**src/rtl/dctq_block_sequencer.sv**
```systemverilog
`default_nettype none
`timescale 1ns/1ps
// ============================================================================
// Module   : dctq_block_sequencer
// Purpose  : Sequencer for an N x N DCTQ datapath. It accepts pixel blocks
//            through a start/ready handshake. It generates the input write
//            index, the staggered stage counters (DCT row, DCT column,
//            quantiser, output address), the ping-pong bank select, the
//            output valid strobe and the end-of-block pulse. Blocks may be
//            streamed back to back. A drain phase finishes the last block.
//            The sequencer can be stalled with hold or flushed with abort.
// Revision : 1.0 - initial release
// ----------------------------------------------------------------------------
// Ports
//   clk         in   1      clock, rising edge
//   reset_n     in   1      asynchronous active-low reset
//   start       in   1      block available; taken when start && ready
//   hold        in   1      stall; freezes all state while high
//   abort       in   1      synchronous flush to IDLE (wins over hold)
//   ready       out  1      a block can be accepted this cycle
//   rnw         out  1      ping-pong bank select, toggles per accepted block
//   cnt1        out  NW     input sample index / RAM write address
//   en_row      out  1      DCT row stage enable
//   row_cnt     out  LOG2N  DCT row-stage counter
//   col_cnt     out  LOG2N  DCT column-stage counter
//   q_cnt       out  NW     quantiser coefficient index
//   addr        out  NW     output coefficient address
//   dctq_valid  out  1      addr / output data valid this cycle
//   block_done  out  1      pulse on the last output sample of a block
// ============================================================================
module dctq_block_sequencer #(
    parameter int LOG2N = 3,
    parameter int OFF_A = 14,
    parameter int OFF_B = 20,
    parameter int OFF_C = 35,
    parameter int OFF_D = 44
) (
    input  logic                 clk,
    input  logic                 reset_n,
    input  logic                 start,
    input  logic                 hold,
    input  logic                 abort,
    output logic                 ready,
    output logic                 rnw,
    output logic [2*LOG2N-1:0]   cnt1,
    output logic                 en_row,
    output logic [LOG2N-1:0]     row_cnt,
    output logic [LOG2N-1:0]     col_cnt,
    output logic [2*LOG2N-1:0]   q_cnt,
    output logic [2*LOG2N-1:0]   addr,
    output logic                 dctq_valid,
    output logic                 block_done
);

    localparam int NW = 2 * LOG2N;
    localparam int B  = 1 << NW;

    localparam logic [NW-1:0] C_OFF_A = NW'(OFF_A);
    localparam logic [NW-1:0] C_OFF_B = NW'(OFF_B);
    localparam logic [NW-1:0] C_OFF_C = NW'(OFF_C);
    localparam logic [NW-1:0] C_OFF_D = NW'(OFF_D);
    localparam logic [NW-1:0] C_LAST  = {NW{1'b1}};

    // Stage offsets must be strictly increasing and leave the last sample
    // of a block free, otherwise the stages would not line up.
    generate
        if (!(OFF_A > 0 && OFF_A < OFF_B && OFF_B < OFF_C && OFF_C < OFF_D &&
              OFF_D <= B - 2)) begin : g_bad_offsets
            $fatal(1, "dctq_block_sequencer: illegal stage offsets");
        end
    endgenerate

    typedef enum logic [1:0] {
        S_IDLE  = 2'd0,
        S_RUN   = 2'd1,
        S_DRAIN = 2'd2
    } state_t;

    state_t             r_state;
    state_t             w_state_nxt;
    logic               r_rnw;
    logic               w_rnw_nxt;
    logic [NW-1:0]      r_cnt1;
    logic [NW-1:0]      w_cnt1_nxt;
    logic               r_en_a;
    logic               r_en_b;
    logic               r_en_c;
    logic               r_en_d;
    logic               w_en_a_nxt;
    logic               w_en_b_nxt;
    logic               w_en_c_nxt;
    logic               w_en_d_nxt;
    logic [LOG2N-1:0]   r_row_cnt;
    logic [LOG2N-1:0]   r_col_cnt;
    logic [NW-1:0]      r_q_cnt;
    logic [NW-1:0]      r_addr;
    logic [LOG2N-1:0]   w_row_nxt;
    logic [LOG2N-1:0]   w_col_nxt;
    logic [NW-1:0]      w_q_nxt;
    logic [NW-1:0]      w_addr_nxt;
    logic               w_accept;
    logic               w_last_in;

    // ------------------------------------------------------------------
    // Handshake. ready depends only on registered state and hold, so it
    // never forms a loop through start.
    // ------------------------------------------------------------------
    assign w_last_in = (r_cnt1 == C_LAST);
    assign ready     = !hold && ((r_state == S_IDLE) ||
                                 ((r_state == S_RUN) && w_last_in));
    assign w_accept  = start && ready;

    // ------------------------------------------------------------------
    // State and counter registers
    // ------------------------------------------------------------------
    always_ff @(posedge clk or negedge reset_n) begin
        if (!reset_n) begin
            r_state   <= S_IDLE;
            r_rnw     <= 1'b1;
            r_cnt1    <= '0;
            r_en_a    <= 1'b0;
            r_en_b    <= 1'b0;
            r_en_c    <= 1'b0;
            r_en_d    <= 1'b0;
            r_row_cnt <= '0;
            r_col_cnt <= '0;
            r_q_cnt   <= '0;
            r_addr    <= '0;
        end else begin
            r_state   <= w_state_nxt;
            r_rnw     <= w_rnw_nxt;
            r_cnt1    <= w_cnt1_nxt;
            r_en_a    <= w_en_a_nxt;
            r_en_b    <= w_en_b_nxt;
            r_en_c    <= w_en_c_nxt;
            r_en_d    <= w_en_d_nxt;
            r_row_cnt <= w_row_nxt;
            r_col_cnt <= w_col_nxt;
            r_q_cnt   <= w_q_nxt;
            r_addr    <= w_addr_nxt;
        end
    end

    // ------------------------------------------------------------------
    // Next-state logic. Default is "keep everything", which is exactly
    // the hold behaviour; abort overrides hold.
    // ------------------------------------------------------------------
    always_comb begin
        w_state_nxt = r_state;
        w_rnw_nxt   = r_rnw;
        w_cnt1_nxt  = r_cnt1;
        w_en_a_nxt  = r_en_a;
        w_en_b_nxt  = r_en_b;
        w_en_c_nxt  = r_en_c;
        w_en_d_nxt  = r_en_d;
        w_row_nxt   = r_row_cnt;
        w_col_nxt   = r_col_cnt;
        w_q_nxt     = r_q_cnt;
        w_addr_nxt  = r_addr;

        if (abort) begin
            // Flush: bank select keeps its value so the ping-pong pairing
            // of any following block is not disturbed.
            w_state_nxt = S_IDLE;
            w_cnt1_nxt  = '0;
            w_en_a_nxt  = 1'b0;
            w_en_b_nxt  = 1'b0;
            w_en_c_nxt  = 1'b0;
            w_en_d_nxt  = 1'b0;
            w_row_nxt   = '0;
            w_col_nxt   = '0;
            w_q_nxt     = '0;
            w_addr_nxt  = '0;
        end else if (!hold) begin
            // Stage counters free-run once enabled. The counter widths
            // divide B, so they stay aligned to cnt1 across block wraps.
            if (r_en_a) w_row_nxt  = r_row_cnt + 1'b1;
            if (r_en_b) w_col_nxt  = r_col_cnt + 1'b1;
            if (r_en_c) w_q_nxt    = r_q_cnt + 1'b1;
            if (r_en_d) w_addr_nxt = r_addr + 1'b1;

            case (r_state)
                S_IDLE: begin
                    if (w_accept) begin
                        w_state_nxt = S_RUN;
                        w_cnt1_nxt  = '0;
                        w_rnw_nxt   = !r_rnw;
                    end
                end

                S_RUN: begin
                    w_cnt1_nxt = r_cnt1 + 1'b1;
                    if (r_cnt1 == C_OFF_A) w_en_a_nxt = 1'b1;
                    if (r_cnt1 == C_OFF_B) w_en_b_nxt = 1'b1;
                    if (r_cnt1 == C_OFF_C) w_en_c_nxt = 1'b1;
                    if (r_cnt1 == C_OFF_D) w_en_d_nxt = 1'b1;
                    if (w_last_in) begin
                        if (w_accept) begin
                            w_rnw_nxt = !r_rnw;
                        end else begin
                            w_state_nxt = S_DRAIN;
                        end
                    end
                end

                S_DRAIN: begin
                    w_cnt1_nxt = r_cnt1 + 1'b1;
                    // The output stage produces its last sample when cnt1
                    // reaches OFF_D; after that the pipeline is empty.
                    if (r_cnt1 == C_OFF_D) begin
                        w_state_nxt = S_IDLE;
                        w_cnt1_nxt  = '0;
                        w_en_a_nxt  = 1'b0;
                        w_en_b_nxt  = 1'b0;
                        w_en_c_nxt  = 1'b0;
                        w_en_d_nxt  = 1'b0;
                        w_row_nxt   = '0;
                        w_col_nxt   = '0;
                        w_q_nxt     = '0;
                        w_addr_nxt  = '0;
                    end
                end

                default: begin
                    w_state_nxt = S_IDLE;
                end
            endcase
        end
    end

    // ------------------------------------------------------------------
    // Outputs. The valid strobe is masked by hold in the same cycle so
    // a stalled downstream never sees a repeated sample.
    // ------------------------------------------------------------------
    assign rnw        = r_rnw;
    assign cnt1       = r_cnt1;
    assign en_row     = r_en_a;
    assign row_cnt    = r_row_cnt;
    assign col_cnt    = r_col_cnt;
    assign q_cnt      = r_q_cnt;
    assign addr       = r_addr;
    assign dctq_valid = r_en_d && !hold;
    assign block_done = r_en_d && !hold && (r_addr == C_LAST);

endmodule
`default_nettype wire
```
**config.mk**
```make
export PLATFORM = sky130hd
export DESIGN_NAME = dctq_block_sequencer
export DESIGN_NICKNAME = d
export VERILOG_FILES = /design/src/rtl/dctq_block_sequencer.sv
export SDC_FILE = /design/constraint.sdc
export NUM_CORES = 1
export LEC_CHECK = 0
export ABC_AREA = 1
export ABC_CLOCK_PERIOD_IN_PS = 3900
export BUFFER_PORTS_ARGS = -buffer_cell sky130_fd_sc_hd__buf_2
export CAP_MARGIN = 20
export CORE_MARGIN = 8
export CORE_UTILIZATION = 30
export DETAILED_ROUTE_END_ITERATION = 8
export PLACE_DENSITY = 0.55
export SYNTH_ARGS = -nofsm -noshare
export SYNTH_HDL_FRONTEND = slang
export SYNTH_SLANG_ARGS = --single-unit
```
**constraint.sdc**
```tcl
create_clock -name clk -period 3.9 [get_ports clk]
set_input_delay 0.195 -clock clk [delete_from_list [all_inputs] [get_ports clk]]
set_output_delay 0.195 -clock clk [all_outputs]
set_load 0.02 [all_outputs]
```
Word-level counts from Yosys, hierarchy flattened:

Index checks and enable logic that the tools add are counted.

* register bits after elaboration: 31
* input bits: 5
* output and inout bits: 29
* logic and storage cells: 107

* $add $sub $neg: 5
* equal/unequal tests: 18
* multiplexer cells: 52
* bitwise logic cells: 2
* reduce and logical (&&, ||, !) cells: 19

Operator list (number)
* 2-to-1 mux 6 bit: 14
* 2-to-1 mux 3 bit: 10
* equality test 6 bit, second input constant: 4
* AND reduction 4 bit: 5
* adder 6 x 1 -> 6 bit, second input constant: 3
* case mux 6 bit (3 select lines): 1
* 2-to-1 mux 1 bit: 15
* 2-to-1 mux 2 bit: 6
* != test 3 x 2 -> 1 bit, second input constant: 4
* != test 3 bit, second input constant: 4
* case mux 1 bit (2 select lines): 5
* adder 3 x 1 -> 3 bit, second input constant: 2
* equality test 6 x 4 -> 1 bit, second input constant: 1
* equality test 6 x 5 -> 1 bit, second input constant: 1
* case mux 2 bit (3 select lines): 1
* logical AND 1 bit: 5
* AND reduction 5 bit: 1
* nonzero test 4 bit: 1
* AND reduction 3 bit: 1
* nonzero test 3 bit: 1
* equality test 2 x 1 -> 1 bit, second input constant: 1
* equality test 2 bit, second input constant: 1
* zero test 1 bit: 2
* zero test 2 bit: 1
* other kinds (5): 6

Longest topological paths before layout:

* depth after elaboration: 10
* gate-level depth with buffers: 11

Worst setup path after synthesis:

Ideal clock, no wire load.

* kind: reg-to-output
* from: reg r_addr[0], in the netlist addr[0]
* to: out block_done
* arrival time: 1.466 ns
* required time: 3.705 ns
* path slack: 2.239 ns
* cell stages (with the launch flop): 4
* path buffers: 0
* cell sequence: dfrtp_1 > ha_1 > nand4_1 > nor4_1

* word-level cells in the longest chain between the ends: 2

RTL lines
* start, declared: line 96 `logic [NW-1:0] r_addr;`
* start signal, assigned: line 140 `r_addr <= w_addr_nxt;`
* equality test 6 bit: line 243 `assign block_done = r_en_d && !hold && (r_addr == C_LAST);`
* logical AND 1 bit: line 243
* end, declared: line 52 `output logic block_done`

Every way passes these cells.

Worst setup path in the final report:

* from: reg r_cnt1[0], in the netlist cnt1[0]
* to: out ready

* word-level cells in the longest chain between the ends: 4

RTL lines
* start, declared: line 83 `logic [NW-1:0] r_cnt1;`
* start signal, assigned: line 132 `r_cnt1 <= w_cnt1_nxt;`
* equality test 6 bit: line 108 `assign w_last_in = (r_cnt1 == C_LAST);`
* logical AND 1 bit: line 110 `((r_state == S_RUN) && w_last_in));`
* logical OR 1 bit: line 109 `assign ready = !hold && ((r_state == S_IDLE) ||`
* logical AND 1 bit: line 109
* end, declared: line 43 `output logic ready,`

Every way passes these cells.

==> results.cfg <==
[timing]
period_share_pct = 44.8
period_needed_ns = 1.75
fin_skew_ns = 0.00671
finalMaxSlewViolations = 0
relSlewSlack_pct = 53.9
finalSetupViolations = 0
tightest_slew_ns = 0.691
fmax_mhz = 573
hold_viol = 0
tns_ns = 0
rsz0062_at_grt = false

[global_route]
grt_first_pass_wirelength_um = 7330
grt_use_met1_pct = 12.1
gr-max-usage-layer = met2
grt_use_met2_pct = 17.1
grt_max_degree = 32
globalRouteTotalUtil_pct = 10.1
grt_antenna_before_repair = 0
overflow = 0
first_global_vias = 1599
grt_util_met3_pct = 2.94

[die]
floorplan.rows = 28
coreArea_sq_um = 5960
die_w_um = 94.9
die_area_sq_um = 9010
initial_core_util_pct = 31.4
die_y_um = 94.9
io_pins = 34

[final_layout]
utilization_pct = 36.8
drive_above_1_share_pct = 25.8
final_common_cell = nand2_1
n_antenna_cell = 0
syn2layout_area_growth_pct = 17.3
fin_cells = 342
final_nets = 281
final_cell_mix = nand2_1 (40), buf_2 (33), dfrtp_1 (30), inv_1 (28), nor2_1 (18)

[outcome]
status = completed

[yosys]
ys.warnings.count = 0
synth.distinct_cells = 29
synthCells = 228
syn_area_sq_um = 1870
ys_seq_area_share_pct = 41.6
synth_nets = 243
avgSynthCellArea_sq_um = 8.19
ys_ff_latch = 31

[clocking]
cts_resized = 0
cts_root_buf = clkbuf_8
clk_latency_ns = 0.28
cts_tree = built
htree_levels = 2
cts_setup_buffers = 0
cts_buffers = 5
cts_sinks = 31
cts_hold_buffers = 1
clockBufferDepth = 2
clkTransAtPathRegs_ns = 0.07

[worst_setup_path]
critPathLaunchType = register
cp-end-kind = output port
worstPathRequired_ns = 3.70
critPathKind = register to output port
cp.arrival_ns = 1.55
cp_max_fo = 6

[routing]
avgRoutedWirePerCell_um = 12.2
drt_iter0_drc = 33
drc = 0
dr.pass1.iters = 4
drtAntennaViolNets = 0
viasPerCell = 4.57
vias = 1563
drt_wl_total_um = 4170

[place]
dpl.hpwl_um = 3250
port_buffers = 33
post-place-cells = 333
gp_congestion = 0.780

[power_and_ir_drop]
power_density_nw_per_um2 = 498
p_leak_uw = 0.00109
p_total_uw = 1090
vdd_drop_max_mv = 0.191

[hold_path]
hp-class = input port to register

[flow_run]
max_cap_violations = 0
[state kept, by name (all words and copies together), names as in the netlist]
signal / flops
addr: 6
cnt1: 6
q_cnt: 6
col_cnt: 3
row_cnt: 3
r_state: 2
en_row: 1
r_en_b: 1
r_en_c: 1
r_en_d: 1
rnw: 1
[per-stage QoR]
step           area (sq um)  hold WS [ns]  setup WS, ns
6_report               2190         0.280          2.15
4_1_cts                2190         0.277          2.11
5_1_grt                2190         0.298          2.04
3_3_place_gp           2100         0.296          2.30
3_5_place_dp           2100         0.295          2.22
2_1_floorplan          1870        -0.101          2.24
[critical path, stage by stage, from the launching register on]
cell and delay (ns):
dfrtp_1 0.42, ha_1 0.19, inv_1 0.07, nor2_2 0.18, nand3_2 0.10, a21oi_1 0.14, buf_2 0.18
[final timing paths]
kind                            start          to  slack, ns  cells past startpoint
setup / recovery              cnt1[0]       ready       2.15                      6
hold / removal                  start         rnw       0.28                      4
setup reg to reg              cnt1[0]    q_cnt[4]       2.24                      6
hold reg to reg            r_state[0]  r_state[0]       0.51                      2
max in group asynchronous     reset_n  col_cnt[2]       2.96                      2
min in group asynchronous     reset_n      r_en_c       0.49                      2
[cells in the mapped netlist (all sizes together)]
| cell type | instances | area, sq um |
|---|---|---|
| dfstp | 1 | 26.3 |
| dfrtp | 30 | 751 |
| inv | 35 | 131 |
| nand4 | 3 | 18.8 |
| nor3 | 4 | 20.0 |
| ha | 10 | 125 |
| a21boi | 1 | 7.51 |
| nand3 | 19 | 115 |
| a21oi | 11 | 62.6 |
| o31ai | 1 | 7.51 |
| a22o | 1 | 8.76 |
| nand2 | 46 | 188 |
| buf | 3 | 30.0 |
| o211ai | 1 | 7.51 |
| xor2 | 9 | 78.8 |
| o21ai | 22 | 118 |
| nor4 | 1 | 6.26 |
| o22ai | 6 | 37.5 |
| nor2 | 23 | 109 |
| nand3b | 1 | 20.0 |
[layout make-up]
cell class                 count  area (sq um)
fill                         655          3760
multi-input combinational    159           930
sequential                    31           777
timing repair buffer          34           175
inverter                      35           131
clock inverter                 3          15.0
tap                           75          93.8
clock buffer                   5          68.8
[where the power goes]
part | switching (uW) | leakage [uW] | total, uW | internal [uW]
sequential | 68.4 | 0.000416 | 455 | 387
clock | 122 | 0.0000477 | 244 | 122
combinational | 259 | 0.000627 | 393 | 134
total | 449 | 0.00109 | 1090 | 642
[routing by layer]
| layer | vias to the layer above | wire length, um | share of wire [%] |
|---|---|---|---|
| met5 | - | 0 | 0 |
| met4 | 0 | 51 | 1.2 |
| met3 | 6 | 268 | 6.4 |
| met2 | 30 | 2000 | 48 |
| met1 | 707 | 1850 | 44 |
| li1 | 820 | - | - |
[kinds of logic (layout without fill, tap and decap cells)]
logic type / count (synthesis) / in the layout / synth area share (%)
AND/OR/NAND/NOR: 97 / 97 / 25.5
flip-flops: 31 / 31 / 41.6
XOR/XNOR: 9 / 9 / 4.22
AO/OA/AOI/OAI: 43 / 43 / 13.3
buffers and inverters: 38 / 77 / 8.64
adder cells (fa/ha/maj): 10 / 10 / 6.70
Note: power is estimated with default switching activity, not from simulation.
